--- config.mk ---
export PLATFORM = sky130hd
export DESIGN_NAME = btb_update_unit
export DESIGN_NICKNAME = d
export VERILOG_FILES = /design/src/rtl/btb_update_unit.sv
export SDC_FILE = /design/constraint.sdc
export NUM_CORES = 1
export LEC_CHECK = 0
export BUFFER_PORTS_ARGS = -buffer_cell sky130_fd_sc_hd__buf_2
export CORE_MARGIN = 5
export CORE_UTILIZATION = 40
export DETAILED_ROUTE_END_ITERATION = 10
export SYNTH_ARGS = -nofsm -noshare
export SYNTH_HDL_FRONTEND = slang
export SYNTH_SLANG_ARGS = --single-unit
--- constraint.sdc ---
create_clock -name clk -period 12.9 [get_ports clk]
set_input_delay 2.58 -clock clk [delete_from_list [all_inputs] [get_ports clk]]
set_output_delay 2.58 -clock clk [all_outputs]
set_load 0.03 [all_outputs]
--- src/rtl/btb_update_unit.sv ---
// BTB update producer: classifies resolved branches, pulses fetch redirects on mispredict,
// queues target writes toward the BTB write port and keeps saturating statistics.
module btb_update_unit #(
  parameter int ADDR_WIDTH = 32,
  parameter int FIFO_DEPTH = 4,
  parameter int CNT_WIDTH  = 16
) (
  input  logic                  clk,
  input  logic                  rst,
  input  logic                  i_ex_valid,
  input  logic [ADDR_WIDTH-1:0] i_ex_pc,
  input  logic                  i_ex_taken,
  input  logic [ADDR_WIDTH-1:0] i_ex_target,
  input  logic                  i_ex_pred_hit,
  input  logic [ADDR_WIDTH-1:0] i_ex_pred_target,
  output logic                  o_redirect_valid,
  output logic [ADDR_WIDTH-1:0] o_redirect_pc,
  output logic                  o_wr_valid,
  output logic [ADDR_WIDTH-1:0] o_wr_pc,
  output logic [ADDR_WIDTH-1:0] o_wr_target,
  input  logic                  i_wr_ready,
  output logic [CNT_WIDTH-1:0]  o_cnt_branch,
  output logic [CNT_WIDTH-1:0]  o_cnt_mispred,
  output logic [CNT_WIDTH-1:0]  o_cnt_drop
);

  localparam int PTR_W = $clog2(FIFO_DEPTH);
  localparam int OCC_W = $clog2(FIFO_DEPTH + 1);

  logic [ADDR_WIDTH-1:0] pc_mem_q  [FIFO_DEPTH];
  logic [ADDR_WIDTH-1:0] tgt_mem_q [FIFO_DEPTH];
  logic [PTR_W-1:0]      wr_ptr_q, rd_ptr_q;
  logic [OCC_W-1:0]      occ_q, occ_d;

  logic                  redir_valid_q, redir_valid_d;
  logic [ADDR_WIDTH-1:0] redir_pc_q, redir_pc_d;
  logic [CNT_WIDTH-1:0]  cnt_branch_q, cnt_branch_d;
  logic [CNT_WIDTH-1:0]  cnt_mispred_q, cnt_mispred_d;
  logic [CNT_WIDTH-1:0]  cnt_drop_q, cnt_drop_d;

  logic target_wrong, upd_req, mispred, full, empty, deq, enq, drop;

  // A taken branch needs a BTB write whenever the fetch-time prediction could not supply it.
  assign target_wrong = ~i_ex_pred_hit | (i_ex_pred_target != i_ex_target);
  assign upd_req      = i_ex_valid & i_ex_taken & target_wrong;
  assign mispred      = i_ex_valid & ((i_ex_taken & target_wrong) | (~i_ex_taken & i_ex_pred_hit));

  assign empty = (occ_q == '0);
  assign full  = (occ_q == OCC_W'(FIFO_DEPTH));
  assign deq   = ~empty & i_wr_ready;
  // A slot freed by this cycle's dequeue is reusable by this cycle's enqueue.
  assign enq   = upd_req & (~full | deq);
  assign drop  = upd_req & full & ~deq;

  always_comb begin
    redir_valid_d = mispred;
    redir_pc_d    = redir_pc_q;
    if (mispred) begin
      redir_pc_d = i_ex_taken ? i_ex_target : (i_ex_pc + ADDR_WIDTH'(4));
    end

    occ_d = occ_q;
    if (enq && !deq) begin
      occ_d = occ_q + OCC_W'(1);
    end else if (deq && !enq) begin
      occ_d = occ_q - OCC_W'(1);
    end

    cnt_branch_d  = cnt_branch_q;
    cnt_mispred_d = cnt_mispred_q;
    cnt_drop_d    = cnt_drop_q;
    if (i_ex_valid && (cnt_branch_q != '1)) cnt_branch_d  = cnt_branch_q + CNT_WIDTH'(1);
    if (mispred && (cnt_mispred_q != '1))   cnt_mispred_d = cnt_mispred_q + CNT_WIDTH'(1);
    if (drop && (cnt_drop_q != '1))         cnt_drop_d    = cnt_drop_q + CNT_WIDTH'(1);
  end

  always_ff @(posedge clk or posedge rst) begin
    if (rst) begin
      for (int i = 0; i < FIFO_DEPTH; i++) begin
        pc_mem_q[i]  <= '0;
        tgt_mem_q[i] <= '0;
      end
      wr_ptr_q      <= '0;
      rd_ptr_q      <= '0;
      occ_q         <= '0;
      redir_valid_q <= 1'b0;
      redir_pc_q    <= '0;
      cnt_branch_q  <= '0;
      cnt_mispred_q <= '0;
      cnt_drop_q    <= '0;
    end else begin
      if (enq) begin
        pc_mem_q[wr_ptr_q]  <= i_ex_pc;
        tgt_mem_q[wr_ptr_q] <= i_ex_target;
        wr_ptr_q            <= wr_ptr_q + PTR_W'(1);
      end
      if (deq) begin
        rd_ptr_q <= rd_ptr_q + PTR_W'(1);
      end
      occ_q         <= occ_d;
      redir_valid_q <= redir_valid_d;
      redir_pc_q    <= redir_pc_d;
      cnt_branch_q  <= cnt_branch_d;
      cnt_mispred_q <= cnt_mispred_d;
      cnt_drop_q    <= cnt_drop_d;
    end
  end

  assign o_redirect_valid = redir_valid_q;
  assign o_redirect_pc    = redir_pc_q;
  assign o_wr_valid       = ~empty;
  assign o_wr_pc          = pc_mem_q[rd_ptr_q];
  assign o_wr_target      = tgt_mem_q[rd_ptr_q];
  assign o_cnt_branch     = cnt_branch_q;
  assign o_cnt_mispred    = cnt_mispred_q;
  assign o_cnt_drop       = cnt_drop_q;

endmodule
## After elaboration in Yosys (flattened, before gate mapping)

Cells that the tools add are included.

- Register bits: 344
- Input port bits: 102
- Bits in writable memories: 0
- Memories kept: 0
- Word-level logic and storage cells: 74
- Output and inout bits: 146
- Memory bits (read-only): 0
- Latch bits: 0

- Divide/modulo/power cells: 0
- Reduce and logical (&&, ||, !) cells: 10
- Add/sub/neg operators: 8
- Multiply operators: 0
- Equal/unequal tests: 5
- Order comparisons: 3
- Shifts and indexed selects: 0
- Bitwise logic cells: 19
- Muxes and demuxes: 13

Operators by type and width:

| operator | number |
|---|---|
| $bwmux W128 | 2 |
| $mux W32 | 6 |
| $bmux W32 S2 | 2 |
| $demux W32 S2 | 1 |
| $add A16 B1 Y16 const B | 3 |
| $ne A16 B16 Y1 const B | 3 |
| $add A32 B3 Y32 const B | 1 |
| $ne A32 B32 Y1 | 1 |
| $and A1 B1 Y1 | 9 |
| $ge A3 B3 Y1 const B | 2 |
| $logic_and A1 B1 Y1 | 6 |
| $mux W3 | 2 |
| $not A2 Y3 | 2 |
| $not A1 Y1 | 5 |
| $add A2 B1 Y2 const B | 2 |
| $add A3 B1 Y3 const B | 1 |
| $eq A3 B3 Y1 const B | 1 |
| $logic_not A3 Y1 | 1 |
| $lt A3 B1 Y1 const B | 1 |
| $or A1 B1 Y1 | 3 |
| $sub A3 B1 Y3 const B | 1 |
| $logic_not A1 Y1 | 2 |
| $reduce_bool A2 Y1 | 1 |

## Depth between registers and ports, before layout

- Depth in word-level cells: 9
- Depth in mapped cells: 13
- Depth with buffers taken out: 12

## Worst setup path after synthesis

Ideal clock, no wire load.

- Path type: input port to flip-flop
- From: in i_ex_target[7]
- To: reg occ_q[1]
- Arrival time: 4.545 ns
- Cell stages on the path: 11
- Path buffers: 1
- Library setup time: 0.125 ns
- Setup slack: 8.231 ns
- Required time: 12.775 ns
- Cells stage by stage: xor2_1 -> a221o_1 -> nor4_2 -> nand3_1 -> buf_4 -> nand3_1 -> inv_1 -> ha_1 -> inv_1 -> fa_1 -> mux2_2

- Elaborated cells on any way between the ends: 9
- Those cells by class: eq/ne (1); mux (1); bitwise (3); reduce/logical (4)

RTL lines:

| what | line | RTL |
|---|---|---|
| from (decl) | 13 | `input logic [ADDR_WIDTH-1:0] i_ex_target,` |
| $ne A32 B32 Y1 | 44 | `assign target_wrong = ~i_ex_pred_hit \| (i_ex_pred_target != i_ex_target);` |
| $or A1 B1 Y1 | 44 |  |
| $and A1 B1 Y1 | 45 | `assign upd_req = i_ex_valid & i_ex_taken & target_wrong;` |
| $and A1 B1 Y1 | 52 | `assign enq = upd_req & (~full \| deq);` |
| named net enq | 41 | `logic target_wrong, upd_req, mispred, full, empty, deq, enq, drop;` |
| $logic_and A1 B1 Y1 | 63 | `if (enq && !deq) begin` |
| $mux W3 | 63 |  |
| named net occ_d[1] | 33 | `logic [OCC_W-1:0] occ_q, occ_d;` |
| to (signal assigned) | 85 | `occ_q <= '0;` |
| to (signal assigned) | 100 | `occ_q <= occ_d;` |
| to (decl) | 33 |  |

The timed path passes the listed nets, and every way through them passes these cells.
A chain may end at the register's enable or synchronous reset.

## Worst setup path after layout

- From: reg rd_ptr_q[0]
- To: out o_wr_pc[0]

- Word-level cells in the longest chain between the ends: 4

RTL lines:

| what | line | RTL |
|---|---|---|
| from (decl) | 32 | `logic [PTR_W-1:0] wr_ptr_q, rd_ptr_q;` |
| from (signal assigned) | 98 | `rd_ptr_q <= rd_ptr_q + PTR_W'(1);` |
| $not A2 Y3 (implied by the code) | 112 | `assign o_wr_pc = pc_mem_q[rd_ptr_q];` |
| $bmux W32 S2 | 112 |  |
| $mux W32 (implied by the code) (2 in series) | 112 |  |
| to (decl) | 19 | `output logic [ADDR_WIDTH-1:0] o_wr_pc,` |

Every way passes these cells. The select of a mux whose other input is x is not followed.

==> out/results.ini <==
[floorplan]
rows=74
die_y_microns=212
fp.coreArea_sq_um=40600
die_area_sq_um=45100
die_w_microns=212
io_pins=248
initial_core_util_pct=40.3

[power_and_ir_drop]
power.density_nw_per_um2=257
vdd_drop_max_v=0.000220
clockPowerShare_pct=24.2
swShare_pct=36.6
pwr-share-comb_pct=39.1
p_leak_nw=8.54
p_seq_share_pct=36.7
switchingPower_w=0.00182
internal_power_w=0.00315
power.total_w=0.00497

[finish]
fillers=3612
layoutNonFillerInstCount=1958
drive_gt1_share_pct=41.3
area_growth_pct=18.1
multi_input_area_sq_um=7280
seq_area_sq_um=8610
num-nets-final=1504
finalInstanceArea_sq_um=19400

[sta]
finalHoldWorstSlack_ns=0.482
timing.fmax_mhz=177
tightest_slew_ns=1.09
setup_viol=0
slew_violations=0
clock_skew_ns=0.0146
finalCritPeriodShare_pct=43.8
final_hold_viol_count=0
tns_ns=0
relSlewSlack_pct=27.2
min_period_ns=5.65
rsz0062_at_grt=no

[place]
numPlacedInstances=1883
numPortBuffers=247
place_area_sq_um=17900
gp_congestion=0.820
hpwlAfterDp_microns=29600

[clock_network]
post_cts_buffers=0
postCtsHoldBufs=0
worstSkewPairLatency_ns=0.54
cts_root_buffer=clkbuf_16
cts_tree=done
ctsResizeCount=0
cts_buffer_depth=3
cts_made_buffers=39
h-tree-depth=2
clk_pin_slew_ns=0.06
cts.sinks=344

[global_route]
grt_pass1_vias=11000
grt_first_pass_wirelength_microns=67600
antenna_found_initial=7
grt.busiest_layer=met2
grt_overflow_total=0
use_met2_pct=29.5
grt_max_degree=126
track_usage_pct=19.5
grtUsageMet3_pct=3.35
gr-usage-met1_pct=28.3

[logic_synthesis]
synth_area_sq_um=16400
ys_seq_area_share_pct=52.5
avgSynthCellArea_sq_um=14.1
synth_edf_count=0
synth_flop_cell=dfrtp_1
netlist_instances=1163
yosys_warnings=0
synthDistinctLibCells=50
postSynthNetCount=1275
synth_async_sr_flop_share_pct=100
synth_seq_cells=344

[worst_setup_path]
cp.arrival_ns=3.07
cp.required_ns=10.32
cp-start-kind=flip-flop
cp-end-kind=output port
path_class=flip-flop to output port
cp_max_fo=38

[drt]
drt_first_iter_violations=596
drt_first_pass_iters=5
antenna_left=0
wl_microns=44000
drc_errors=0
drt-wirelength-per-cell_microns=22.5
viasPerCell=5.36
vias=10500

[run_status]
outcome=complete, no violations

[job]
drv_cap=0

[worst_hold_path]
hold_class=flip-flop to flip-flop

==> cell families after synthesis <==
family | synth area share [%]
compound gates | 1.97
mux | 29.1
simple gates | 7.18
flops | 52.5
xor+xnor | 5.24
fa+ha+maj | 0.809
buf+inv | 3.15
==> cell type report <==
type,count,area share [%]
antenna,5,0.0646
clock buffer,55,5.99
inverter,15,0.330
clock inverter,15,1.22
tap,532,3.44
multi-input combinational,733,37.6
sequential,344,44.5
timing repair buffer,259,6.85
==> layer usage <==
metal	wire length [microns]	part of all wire (%)
met5	21	0.048
met4	1530	3.5
met3	1980	4.5
met2	20100	46
met1	20300	46
==> power groups by stage <==
| stage | combinational, W | sequential, W | clock [W] |
|---|---|---|---|
| detailed placement | 0.00197 | 0.00185 | 0 |
| global route | 0.00208 | 0.00189 | 0.00127 |
| finish | 0.00195 | 0.00183 | 0.00120 |
| floorplan | 0.00145 | 0.00180 | 0 |
| CTS | 0.00198 | 0.00183 | 0.00123 |
| global placement | 0.00195 | 0.00182 | 0 |
==> state kept, by name, summed over array words and instances, names as in the netlist, 2 cells and up <==
name / cells
o_cnt_mispred: 16
wr_ptr_q: 2
o_redirect_pc: 32
tgt_mem_q: 128
rd_ptr_q: 2
o_cnt_branch: 16
pc_mem_q: 128
o_cnt_drop: 16
occ_q: 3
==> synth_stat cells, drive strengths merged (2+ instances only) <==
master,count,area share (%)
a21oi,5,0.15
a31oi,3,0.15
and2,3,0.11
and3,12,0.46
and4,11,0.59
buf,50,2.3
clkbuf,21,0.49
dfrtp,344,53
ha,9,0.69
inv,15,0.34
mux2,290,20
mux2i,7,0.43
mux4,64,8.8
nand2,57,1.3
nand2b,5,0.19
nand3,35,1.1
nand4,30,1.5
nor2,9,0.22
nor3,23,0.70
nor4,13,0.57
nor4b,2,0.11
o21a,2,0.092
o21ai,39,1.2
or3,3,0.11
or4,2,0.092
xnor2,67,3.6
xor2,31,1.7
==> critical path, cell delays in order (launching register included) <==
cell	delay, ns
dfrtp_4	0.83
buf_4	0.78
mux4_2	0.67
buf_2	0.21
==> stage by stage <==
stage | utilization [%] | setup slack, ns
final | 47.6 | 7.25
after global routing | 47.6 | 7.02
after CTS | 47.6 | 7.11
after detailed placement | 44.2 | 7.05
after global placement | 44.2 | 7.02
after floorplan | - | 0.783
==> path summary, 6_finish.rpt <==
kind | from | endpoint | slack, ns | cells after the start
worst max-delay path | rd_ptr_q[0] | o_wr_pc[0] | 7.25 | 3
worst min-delay path | o_cnt_drop[13] | o_cnt_drop[13] | 0.48 | 1
worst max register to register | occ_q[0] | pc_mem_q[70] | 9.94 | 4
worst min register to register | o_cnt_drop[13] | o_cnt_drop[13] | 0.48 | 1
max in group asynchronous | rst | rd_ptr_q[0] | 9.01 | 3
min in group asynchronous | rst | o_redirect_pc[11] | 2.22 | 2
==> layout by cell type, fill, tap and decap left out, drive strengths merged, types with 12 or more instances in the layout <==
master,count
and3,12
nand4,30
nor3,23
buf,259
xor2,31
mux4,64
dfrtp,344
inv,15
nand3,35
xnor2,67
nor4,13
clkbuf,55
mux2,290
nand2,57
o21ai,39
No activity file was read; power rests on OpenSTA's default activity.
